## config.mk

```make
export PLATFORM = sky130hd
export DESIGN_NAME = wbck_arb
export DESIGN_NICKNAME = d
export VERILOG_FILES = /design/src/rtl/wbck_arb_pkg.sv /design/src/rtl/wbck_arb_pick.sv /design/src/rtl/wbck_arb.sv
export SDC_FILE = /design/constraint.sdc
export NUM_CORES = 1
export LEC_CHECK = 0
export ABC_AREA = 1
export CELL_PAD_IN_SITES_DETAIL_PLACEMENT = 1
export CELL_PAD_IN_SITES_GLOBAL_PLACEMENT = 1
export CORE_MARGIN = 2
export CORE_UTILIZATION = 28
export DETAILED_ROUTE_END_ITERATION = 8
export HOLD_SLACK_MARGIN = 0.1
export PLACE_DENSITY = 0.84
export REMOVE_ABC_BUFFERS = 1
export SYNTH_ARGS = -nofsm -noshare
export SYNTH_HDL_FRONTEND = slang
export SYNTH_SLANG_ARGS = --single-unit
```

## constraint.sdc

```tcl
create_clock -name clk -period 3.65 [get_ports clk]
set_clock_uncertainty 0.15 [all_clocks]
set_input_delay 0.5475 -clock clk [delete_from_list [all_inputs] [get_ports clk]]
set_output_delay 0.5475 -clock clk [all_outputs]
set_load 0.02 [all_outputs]
```

## src/rtl/wbck_arb_pkg.sv

```systemverilog
// Shared definitions for the writeback arbiter: requester indices and default widths.
// Combinational-only content; no latency.
// No backpressure of its own; consumers decide ready/valid behaviour.
package wbck_arb_pkg;

  // Default widths, matching the core's XLEN and RegAddrBus definitions.
  localparam int XLEN         = 64;
  localparam int REG_ADDR_BUS = 5;

  // Requester index: also the encoding of the round-robin preference pointer.
  typedef enum logic {
    WB_REQ_ALU = 1'b0,
    WB_REQ_LSU = 1'b1
  } wb_req_e;

endpackage

```

## src/rtl/wbck_arb_pick.sv

```systemverilog
// Two-input writeback grant logic; with WBCK_ARB_RR_EN round-robin, else LSU-over-ALU priority.
// Combinational ready/grant; only the round-robin pointer is registered.
// Readys drop to 0 while rst or wb_stall is high; a losing requester simply sees ready=0.
module wbck_arb_pick
  import wbck_arb_pkg::*;
(
`ifdef WBCK_ARB_RR_EN
  input  logic    clk,
`endif
  input  logic    rst,
  input  logic    alu_valid,
  input  logic    lsu_valid,
  input  logic    wb_stall,
  output logic    alu_ready,
  output logic    lsu_ready,
  output logic    gnt_vld,
  output wb_req_e gnt_sel
);

  logic blk;
  logic gnt_alu;
  logic gnt_lsu;

`ifdef WBCK_ARB_RR_EN
  wb_req_e rr_ptr;

  // Preferred requester: after a contested grant, the loser becomes preferred.
  always_ff @(posedge clk or posedge rst) begin
    if (rst) begin
      rr_ptr <= WB_REQ_ALU;
    end else if (alu_valid && lsu_valid && !blk) begin
      rr_ptr <= gnt_alu ? WB_REQ_LSU : WB_REQ_ALU;
    end
  end
`endif

  // Ready/grant decode; only contested cycles consult the policy.
  always_comb begin
    blk = rst | wb_stall;
`ifdef WBCK_ARB_RR_EN
    alu_ready = !blk && (!lsu_valid || (rr_ptr == WB_REQ_ALU));
    lsu_ready = !blk && (!alu_valid || (rr_ptr == WB_REQ_LSU));
`else
    // A load return cannot be replayed cheaply, so the LSU always wins.
    alu_ready = !blk && !lsu_valid;
    lsu_ready = !blk;
`endif
    gnt_alu = alu_valid && alu_ready;
    gnt_lsu = lsu_valid && lsu_ready;
    gnt_vld = gnt_alu || gnt_lsu;
    gnt_sel = gnt_lsu ? WB_REQ_LSU : WB_REQ_ALU;
  end

endmodule

```

## src/rtl/wbck_arb.sv

```systemverilog
// Writeback arbiter sharing the register-file write port between ALU and LSU (WBCK_ARB_RR_EN selects round-robin).
// Grant to rf_wen/isWB latency is 1 cycle; 1 write per cycle throughput.
// Losing or stalled requesters see ready=0 and must hold their request; none is ever dropped.
module wbck_arb
  import wbck_arb_pkg::*;
#(
  parameter int DW   = XLEN,
  parameter int AW   = REG_ADDR_BUS,
  parameter int CNTW = 32
) (
  input  logic            clk,
  input  logic            rst,
  input  logic            alu_valid,
  output logic            alu_ready,
  input  logic [AW-1:0]   alu_rd,
  input  logic [DW-1:0]   alu_wdata,
  input  logic            lsu_valid,
  output logic            lsu_ready,
  input  logic [AW-1:0]   lsu_rd,
  input  logic [DW-1:0]   lsu_wdata,
  input  logic            wb_stall,
  output logic            rf_wen,
  output logic [AW-1:0]   rf_waddr,
  output logic [DW-1:0]   rf_wdata,
  output logic            isWB,
  output logic [CNTW-1:0] wb_cnt
);

  logic          gnt_vld;
  wb_req_e       gnt_sel;
  logic [AW-1:0] win_rd;
  logic [DW-1:0] win_wdata;

  wbck_arb_pick u_pick (
`ifdef WBCK_ARB_RR_EN
    .clk       (clk),
`endif
    .rst       (rst),
    .alu_valid (alu_valid),
    .lsu_valid (lsu_valid),
    .wb_stall  (wb_stall),
    .alu_ready (alu_ready),
    .lsu_ready (lsu_ready),
    .gnt_vld   (gnt_vld),
    .gnt_sel   (gnt_sel)
  );

  // Mux the winning requester's write onto the shared port.
  always_comb begin
    win_rd    = alu_rd;
    win_wdata = alu_wdata;
    if (gnt_sel == WB_REQ_LSU) begin
      win_rd    = lsu_rd;
      win_wdata = lsu_wdata;
    end
  end

  // Pulse stage: x0 writes still retire their track-FIFO entry but never enable the write.
  always_ff @(posedge clk or posedge rst) begin
    if (rst) begin
      isWB   <= 1'b0;
      rf_wen <= 1'b0;
    end else begin
      isWB   <= gnt_vld;
      rf_wen <= gnt_vld && (win_rd != '0);
    end
  end

  // Address/data register, loaded only on a grant so idle cycles hold the last write.
  always_ff @(posedge clk or posedge rst) begin
    if (rst) begin
      rf_waddr <= '0;
      rf_wdata <= '0;
    end else if (gnt_vld) begin
      rf_waddr <= win_rd;
      rf_wdata <= win_wdata;
    end
  end

  // Retired-write counter, bumped by each isWB pulse and wrapping naturally.
  always_ff @(posedge clk or posedge rst) begin
    if (rst) begin
      wb_cnt <= '0;
    end else if (isWB) begin
      wb_cnt <= wb_cnt + CNTW'(1);
    end
  end

endmodule
```

**Yosys cells after proc, flatten, opt, wreduce, memory -nomap -nowiden**

Index checks and enable logic that the tools add are counted.
W data, S select, Z words.

- Register bits after elaboration: 103
- Bits of input ports: 143
- Word-level logic and storage cells: 18

- Add/sub/neg operators: 1
- Multiplexer cells: 3
- Bitwise operators: 1
- Reduce and logical (&&, ||, !) cells: 8

Operators by type and width:

| kind | number |
|---|---|
| $mux W64 | 1 |
| $add A32 B1 Y32 const B | 1 |
| $mux W5 | 1 |
| $reduce_bool A5 Y1 | 1 |
| $logic_and A1 B1 Y1 | 4 |
| $logic_not A1 Y1 | 2 |
| $logic_or A1 B1 Y1 | 1 |
| $mux W1 | 1 |
| $or A1 B1 Y1 | 1 |

**Depth between registers and ports, before layout**

- Depth after elaboration: 7
- Mapped depth: 9

**Modules after synthesis**

Synthesis repeated with hierarchy kept, for this count alone.

- Cells, all modules: 625
- Area, all modules: 4998.5 um^2

Modules (own cells, without submodules):

| module | times used | cells each | area each (um^2) | sequential area each (um^2) |
|---|---|---|---|---|
| wbck_arb | 1 | 616 | 4962.3 | 2577.5 |
| wbck_arb_pick | 1 | 9 | 36.3 | 0.0 |

**Worst setup path after synthesis**

No wires, ideal clock.

- Kind: input to output
- Start point: in wb_stall
- End point: out alu_ready
- Arrival: 1.080 ns
- Required time: 2.952 ns
- Setup slack: 1.873 ns
- Cell stages on the path: 3
- Path buffers: 0
- Cell sequence: nor2_4 -> inv_1 -> nor2_1

- Cells in the longest elaborated chain, start to end: 3

Ends and longest elaborated chain:

| what | RTL line | text |
|---|---|---|
| start, declared | wbck_arb.sv:21 | `input logic wb_stall,` |
| $or A1 B1 Y1 | wbck_arb_pick.sv:39 | `blk = rst \| wb_stall;` |
| $logic_not A1 Y1 | wbck_arb_pick.sv:45 | `alu_ready = !blk && !lsu_valid;` |
| $logic_and A1 B1 Y1 | wbck_arb_pick.sv:45 |  |
| end, declared | wbck_arb.sv:14 | `output logic alu_ready,` |

Every way passes these cells.

**Worst setup path after layout**

- Start point: in rst
- End point: out alu_ready

- Cells in the longest elaborated chain, start to end: 3

Ends and longest elaborated chain:

| what | RTL line | text |
|---|---|---|
| start, declared | wbck_arb.sv:12 | `input logic rst,` |
| $or A1 B1 Y1 | wbck_arb_pick.sv:39 |  |
| $logic_not A1 Y1 | wbck_arb_pick.sv:45 |  |
| $logic_and A1 B1 Y1 | wbck_arb_pick.sv:45 |  |

Every way passes these cells.

==> out/qor.csv <==
metric,value,unit
status,completed,
Slowest cell on crit path,clkdlybuf4s50_1,
setup_tns,0,ps
CTS resizes,0,
Worst-path clk slew,70,ps
Syn Inst Count,599,
die area,18700,um^2
Most Frequent Cell on Critical Path,clkdlybuf4s50_1,
critical path arrival,2090,ps
hold wc startpoint,rf_waddr[0],
first-pass GRT wire length,28300,um
type of the worst min-delay path,reg -> reg,
input/output buffers,247,
width of the die,137,um
Top Ports,248,
CTS root buf,clkbuf_16,
"Hold-fix buffers, CTS",0,
Antenna Cells,0,
Worst R2R Path Depth,8,
fin crit period,2790,ps
vias in the first global route,5497,
Core Area,17200,um^2
hold path depth,2,
PwrDens,424,nW/um^2
max-slew violations,0,
clk sinks,103,
Max clock buf depth,2,
synthesized area,4930,um^2
final net count,978,
fillers,2042,
Routed WL,17800,um
yosys warns,0,
Std-Cell Rows,48,
crit-path max cell delay,650,ps
routability cong.,0.777,
Leakage,3.24,nW
WHS Endpoint,rf_waddr[0],
internal reg-to-reg setup slack,2040,ps
"commonest non-fill, non-tap cell in the layout",clkdlybuf4s50_1,
Vias/cell,4.73,
Die Span Y,137,um
Max-slew headroom,0.438,
gr usage total,0.195,
syn_area_per_cell,8.23,um^2
CTS H-tree depth,3,
DP Area,7620,um^2
via count,5028,
synth unique cells,27,
sequential fraction of the synthesis area,0.523,
initial DRC count,146,
Skew-Pair Late Insertion Delay,340,ps
startpoint types,input pin,
Area Overhead vs Synth,60.3,%
DRC,0,
period utilisation layout,0.763,
CTS Buf Count,9,
Worst Tran Pin Value,843,ps
Final setup viols,0,
largest net degree at the start of global routing,76,
hpwl dp,13100,um
Post-CTS Setup Bufs,0,
Synth Register Bits,103,
crit path cell chain,clkdlybuf4s50_1 > nor2_4 > inv_1 > nor2_1 > clkdlybuf4s50_1,
Buffers & Inverters on Critical Path,3,
gr ovfl total,0,
layout cell share with drive strength beyond 1,0.0537,
CP Max Fanout,4,
worst r2r dst,wb_cnt[28],
final hold slack,341,ps
max-cap violation count,0,
"Hold Vio Cnt, Final",0,
CP Capture Type,output pin,
setup repair after global routing missed its margin,no,
worst endpoint required time,2950,ps
Peak supply drop,0.000205,V
design area,7900,um^2
WS Path Type,in -> out,
CTS tree,done,
Peak Freq,359,MHz
Worst R2R Start,wb_cnt[0],
DRT Pass-1 Iters,4,
starting density of the core,0.286,
Final ANT Viol Nets,0,
initial antenna violation count,0,
routed len/inst,16.7,um
Top delay family on crit path,buffers and inverters,
"commonest non-fill, non-tap cells in the layout","clkdlybuf4s50_1, nand2_1, a21oi_1, dfrtp_1, nor2_1",
-- registers in the layout (all words and copies together), names as in the netlist --
| name | count |
|---|---|
| rf_waddr | 5 |
| rf_wen | 1 |
| rf_wdata | 64 |
| isWB | 1 |
| wb_cnt | 32 |
-- report_power, final --
part | internal, mW | switching (mW)
clock | 0.517 | 0.438
sequential | 1.30 | 0.112
combinational | 0.498 | 0.492
total | 2.31 | 1.04
-- worst max path at each step --
stage	depth (start not counted)	start	endpoint	slack, ps
after floorplan	1	rst	isWB	250
after global placement	9	rst	rf_wen	940
after detailed placement	5	rst	alu_ready	850
after CTS	5	rst	alu_ready	850
after global routing	5	rst	alu_ready	840
final	5	rst	alu_ready	860
-- through the flow --
step / power [mW] / cells / util / setup slack (ps)
global route: 3.53 / 1063 / 0.458 / 842
global placement: 2.41 / 1048 / 0.442 / 939
detailed placement: 2.43 / 1048 / 0.442 / 850
CTS: 3.41 / 1063 / 0.458 / 849
finish: 3.35 / 1063 / 0.458 / 865
floorplan: 1.83 / 570 / - / 249
-- cell type report --
class	instances	area, um^2	area share
Tap cell	225	282	0.0356
Multi-Input combinational cell	433	2070	0.262
Clock buffer	13	270	0.0342
Clock inverter	2	15.0	0.00190
Sequential cell	103	2580	0.326
Inverter	34	130	0.0165
Timing Repair Buffer	253	2550	0.323
-- Yosys cell counts --
cell      instances  share of area
and2_1            1         0.0013
o21ai_1           6         0.0061
nand2_2           5         0.0063
nand2_1         131           0.10
nor3_2            1         0.0020
xor2_1            9          0.016
o21ai_0           5         0.0051
nor3_1            2         0.0020
dfrtp_1         103           0.52
nand3b_1          1         0.0015
nand4_1          11          0.014
nand2_4           1         0.0023
nor2_1           93          0.071
buf_4             8          0.012
xnor2_1          13          0.023
nand3_4           1         0.0036
nand3_1          12          0.012
clkbuf_1          2         0.0015
buf_2            19          0.019
nor2_2            7         0.0089
a21oi_1         128           0.13
inv_1            31          0.024
inv_2             3         0.0023
mux2_2            1         0.0023
nor2_4            3         0.0069
ha_1              1         0.0025
o21ai_2           1         0.0018
-- worst min-delay path, cell delays in order (launching register included) --
cell and delay, ps:
dfrtp_1 350, nand2_1 50, o21ai_0 60
-- kinds of logic (layout without fill, tap and decap cells) --
kind of cell               after synthesis  after routing  share of synthesized area
DFF                                    103            103                      0.523
muxes                                    1              1                    0.00228
adders and majority gates                1              1                    0.00254
xor gates and xnor gates                22             22                     0.0391
and+or+nand+nor                        269            269                      0.231
buffers and inverters                   63            302                     0.0589
AOI/OAI and AO/OA                      140            140                      0.143
-- routing by layer --
layer	part of all wire	vias to the layer above	global-route usage	routed length, um
met5	0	-	0	0
met4	0.021	0	0.0596	374
met3	0.087	23	0.0707	1550
met2	0.50	168	0.338	8840
met1	0.39	2433	0.225	7000
li1	-	2404	-	-
Power figures use the tool's default switching activity.
